<file path="src/rtl/hazard_scoreboard.sv">
// Producer-side hazard scoreboard beside ID: per-register countdowns until a write becomes
// forwardable, plus an MDU busy countdown; raises stall on load-use and MDU-busy hazards.
module hazard_scoreboard #(
  parameter int unsigned LOAD_LAT = 1,
  parameter int unsigned MUL_LAT  = 4,
  parameter int unsigned DIV_LAT  = 32,
  parameter int unsigned CNT_W    = 6
) (
  input  logic        clk,
  input  logic        rst,
  input  logic        id_valid,
  input  logic [4:0]  id_rs,
  input  logic [4:0]  id_rt,
  input  logic        id_use_rs,
  input  logic        id_use_rt,
  input  logic [4:0]  id_rd,
  input  logic        id_RegWrite,
  input  logic        id_MemtoReg,
  input  logic        id_mdu_op,
  input  logic        id_mdu_start,
  input  logic        id_is_div,
  input  logic        ex_flush,
  output logic        stall,
  output logic        issue,
  output logic [31:0] pending,
  output logic        mdu_busy
);

  logic [CNT_W-1:0] cnt_q [1:31];
  logic [CNT_W-1:0] cnt_d [1:31];
  logic [CNT_W-1:0] mdu_cnt_q, mdu_cnt_d;
  logic             raw_hz, mdu_hz;

  always_comb begin
    pending = '0;
    for (int r = 1; r < 32; r++) begin
      pending[r] = (cnt_q[r] != '0);
    end
    mdu_busy = (mdu_cnt_q != '0);
    raw_hz   = id_valid & ((id_use_rs & pending[id_rs]) | (id_use_rt & pending[id_rt]));
    mdu_hz   = id_valid & id_mdu_op & mdu_busy;
    // A squashed instruction must never hold the front end.
    stall    = (raw_hz | mdu_hz) & ~ex_flush;
    issue    = id_valid & ~stall & ~ex_flush;
  end

  always_comb begin
    for (int r = 1; r < 32; r++) begin
      cnt_d[r] = (cnt_q[r] != '0) ? cnt_q[r] - 1'b1 : '0;
      // A younger ALU write forwards from EX_MEM, so it cancels an older load entry.
      if (issue && id_RegWrite && (id_rd == 5'(r))) begin
        cnt_d[r] = id_MemtoReg ? CNT_W'(LOAD_LAT) : '0;
      end
    end
    mdu_cnt_d = (mdu_cnt_q != '0) ? mdu_cnt_q - 1'b1 : '0;
    if (issue && id_mdu_start) begin
      mdu_cnt_d = id_is_div ? CNT_W'(DIV_LAT) : CNT_W'(MUL_LAT);
    end
  end

  always_ff @(posedge clk or posedge rst) begin
    if (rst) begin
      for (int r = 1; r < 32; r++) begin
        cnt_q[r] <= '0;
      end
      mdu_cnt_q <= '0;
    end else begin
      for (int r = 1; r < 32; r++) begin
        cnt_q[r] <= cnt_d[r];
      end
      mdu_cnt_q <= mdu_cnt_d;
    end
  end

endmodule

</file>
<file path="config.mk">
export PLATFORM = sky130hd
export DESIGN_NAME = hazard_scoreboard
export DESIGN_NICKNAME = d
export VERILOG_FILES = /design/src/rtl/hazard_scoreboard.sv
export SDC_FILE = /design/constraint.sdc
export NUM_CORES = 1
export LEC_CHECK = 0
export CAP_MARGIN = 10
export CORE_ASPECT_RATIO = 0.8
export CORE_MARGIN = 4
export CORE_UTILIZATION = 46
export CTS_BUF_LIST = sky130_fd_sc_hd__clkbuf_16
export DETAILED_ROUTE_END_ITERATION = 8
export GPL_TIMING_DRIVEN = 0
export PLACE_DENSITY_LB_ADDON = 0.08
export SYNTH_ARGS = -nofsm -noshare
export SYNTH_HDL_FRONTEND = slang
export SYNTH_SLANG_ARGS = --single-unit
</file>
<file path="constraint.sdc">
create_clock -name clk -period 6.4 [get_ports clk]
set_input_delay 1.28 -clock clk [delete_from_list [all_inputs] [get_ports clk]]
set_output_delay 1.28 -clock clk [all_outputs]
set_load 0.01 [all_outputs]
</file>
==> qor.yml <==
synthArstFlopShare_pct: 100
tritoncts_clock_tree: "built"
endpoint_kind_of_the_worst_setup_timing_path: "output port"
total_of_warnings_raised_by_yosys: 0
layout-drive-gt1-share_pct: 12.3
critical-path-top-delay-family: "buffers and inverters"
final.setup.tns_ps: 0
worst_ep_required_time_ps: 5120
final_core_utilization_pct: 54.1
drtPass1Iterations: 4
tightestPinTransition_ps: 1060
p_per_area_nw_per_um2: 452
antenna-diode-count: 0
floorplan.io_pins: 61
preCtsSetupSlack_ps: 179
synth-seq-cells: 192
place.port_buffers: 58
syn_avg_cell_area_um2: 9.96
cpMaxStageDelayCell: "a2111oi_4"
via_count_of_the_first_global_routing_pass: 7811
critPathMaxFanout: 10
cts_root_buffer: "clkbuf_16"
die_width_um: 181
fp-row-count: 50
post_cts_buffers: 0
clkLatencyLatePin_ps: 440
synthTopCellsByArea: "dfrtp_1 44%, nor3_1 7.7%, nor4_4 5.8%, xnor2_1 5.2%, nor2_1 4.0%"
status: "complete, no violations"
peakVddDrop_mv: 0.237
cts_hold_buffers: 0
cp_cell_sequence: "clkdlybuf4s50_1 > clkbuf_1 > nand2_1 > a2111oi_0 > nor4_2 > a2111oi_4 > buf_4 > nor2_1 > nor2b_1 > clkdlybuf4s50_1"
drtAntennaViolNets: 0
path_buf_inv: 4
post_cts.resized_instances: 0
die-area_um2: 26500
htreeDepth: 4
initial_core_util_pct: 46.9
count_of_routing_violations_after_the_opening_detailed_route_iteration: 440
routed_wirelength_um: 25700
ys_seq_area_share_pct: 43.6
critPathLaunchType: "input pin"
numCtsBuffers: 17
post_synth_most_frequent_cells: "192 x dfrtp_1, 170 x nor3_1, 119 x nor2_1"
avgViaCountPerCell: 5.41
synthesis.instances: 1108
leakage_uw: 0.00519
antenna_violations_before_repair: 0
place_congestion: 0.842
area_growth_syn_to_layout_pct: 15.4
number_of_flops_mapped_to_enable_cells_by_yosys: 0
final.setup_skew_ps: 16.3
grt_pass1_wl_um: 41800
wire_per_inst_um: 17.0
grt_use_total_pct: 19.6
final-max-slew-violation-count: 0
arrival_time_of_the_worst_setup_path_ps: 4980
setup_viol_count_final: 0
design.core.area_um2: 23500
synth.net_count: 1167
cts.sink_count: 192
setup_repair_after_global_routing_missed_its_margin: "no"
hold_path.class: "reg2reg"
synthDominantAreaCellType: "dfrtp_1"
relSlewSlack_pct: 29.6
pin_count_of_the_biggest_net_entering_global_routing: 40
syn_area_um2: 11000
drcViolationCount: 0
vias: 8176
synth_cell_types: 70
net_count_reported_at_finish: 1249
synth.most_common_cell: "dfrtp_1"
critPathKind: "in2out"
report.final.hold_viol_count: 0
fin_ws_ps: 144
timing.max_cap.violations: 0
min_period_over_period_pct: 97.8
layout_min_cycle_time_ps: 6260
chipHeight_um: 147
timing.critical_path.slowest_cell_delay_ps: 640
dp.final_hpwl_um: 19000
fmaxAchievable_ghz: 0.160
clk_pin_slew_ps: 60
grt.overflow.total: 0
maximum_count_of_clock_buffers_along_a_single_path: 2
yosysTopAreaCellShare_pct: 43.6
cp_common_cell: "clkdlybuf4s50_1"
flip_flop_cell_with_the_highest_count_after_synthesis: "dfrtp_1"
-- final timing paths --
| check | start | end | slack [ps] | cells past startpoint |
|---|---|---|---|---|
| worst max register to register | cnt_q[90] | cnt_q[48] | 2480 | 9 |
| min in group asynchronous | rst | cnt_q[48] | 1280 | 2 |
| max in group asynchronous | rst | cnt_q[105] | 4030 | 5 |
| worst min-delay path | mdu_cnt_q[0] | mdu_cnt_q[0] | 470 | 1 |
| worst min register to register | mdu_cnt_q[0] | mdu_cnt_q[0] | 470 | 1 |
| worst max-delay path | id_rs[0] | stall | 140 | 10 |
-- cell families after synthesis --
group | share of synthesized area, %
adders and majority gates | 3.74
xor gates and xnor gates | 6.03
other | 0.0340
DFF | 43.6
muxes | 4.75
buffers and inverters | 5.38
and+or+nand+nor | 29.5
AOI/OAI and AO/OA | 7.02
-- per-layer routing --
layer / up-vias / part of all wire (%) / global-route usage [%]
met1: 3950 / 51 / 29.3
li1: 4051 / - / -
met3: 27 / 3.5 / 3.96
met2: 148 / 44 / 29.3
met5: - / 0 / 0
met4: 0 / 1.4 / 4.76
-- cell type report --
cell class              count  area (um2)
flip-flops and latches    192        4800
multi-input cells         776        5630
inverters                 118         447
clock buffers              17         425
repair buffers             63         681
clock inverters            12         194
plain buffers              22         150
well taps                 312         390
fillers                  2125       10800
-- placed cells by master (no fill, tap or decap), drive strengths merged, types with 7 or more instances in the layout --
cell	instances
nor2	119
or4b	12
nor3	178
clkdlybuf4s50	58
xor2	11
inv	117
nand2	59
a2111oi	11
or4	7
xnor2	65
nand2b	18
ha	33
clkbuf	28
nor2b	13
buf	16
or3b	8
mux2	34
o21ai	14
nor4	46
nor4b	7
nor3b	16
dfrtp	192
a21oi	52
-- sequential cells by signal, summed over array words and instances (netlist names) --
name	cells
mdu_cnt_q	6
cnt_q	186
-- through the flow --
stage / power [uW] / hold slack [ps] / cells / instance area [um2]
2_1_floorplan: 4110 / 437 / 1108 / 11000
3_3_place_gp: 4530 / 459 / 1478 / 12000
3_5_place_dp: 4620 / 463 / 1483 / 12100
4_1_cts: 5810 / 472 / 1512 / 12700
5_1_grt: 6240 / 501 / 1512 / 12700
6_report: 5750 / 468 / 1512 / 12700
-- worst reg2reg max path: cells and delay by family (launching register included) --
family / cells / cell delay [ps]
buffers and inverters: 1 / 60
AND/OR/NAND/NOR: 4 / 2090
multiplexers: 1 / 420
flip-flops: 1 / 390
AO/OA/AOI/OAI: 2 / 630
adder cells (fa/ha/maj): 1 / 220
-- where the power goes --
group	internal, uW	leakage (uW)	switching (uW)
Clock	684	0.000300	461
Sequential	1840	0.00229	573
Combinational	1130	0.00260	1060
Total	3650	0.00519	2100
Power figures use the tool's default switching activity.
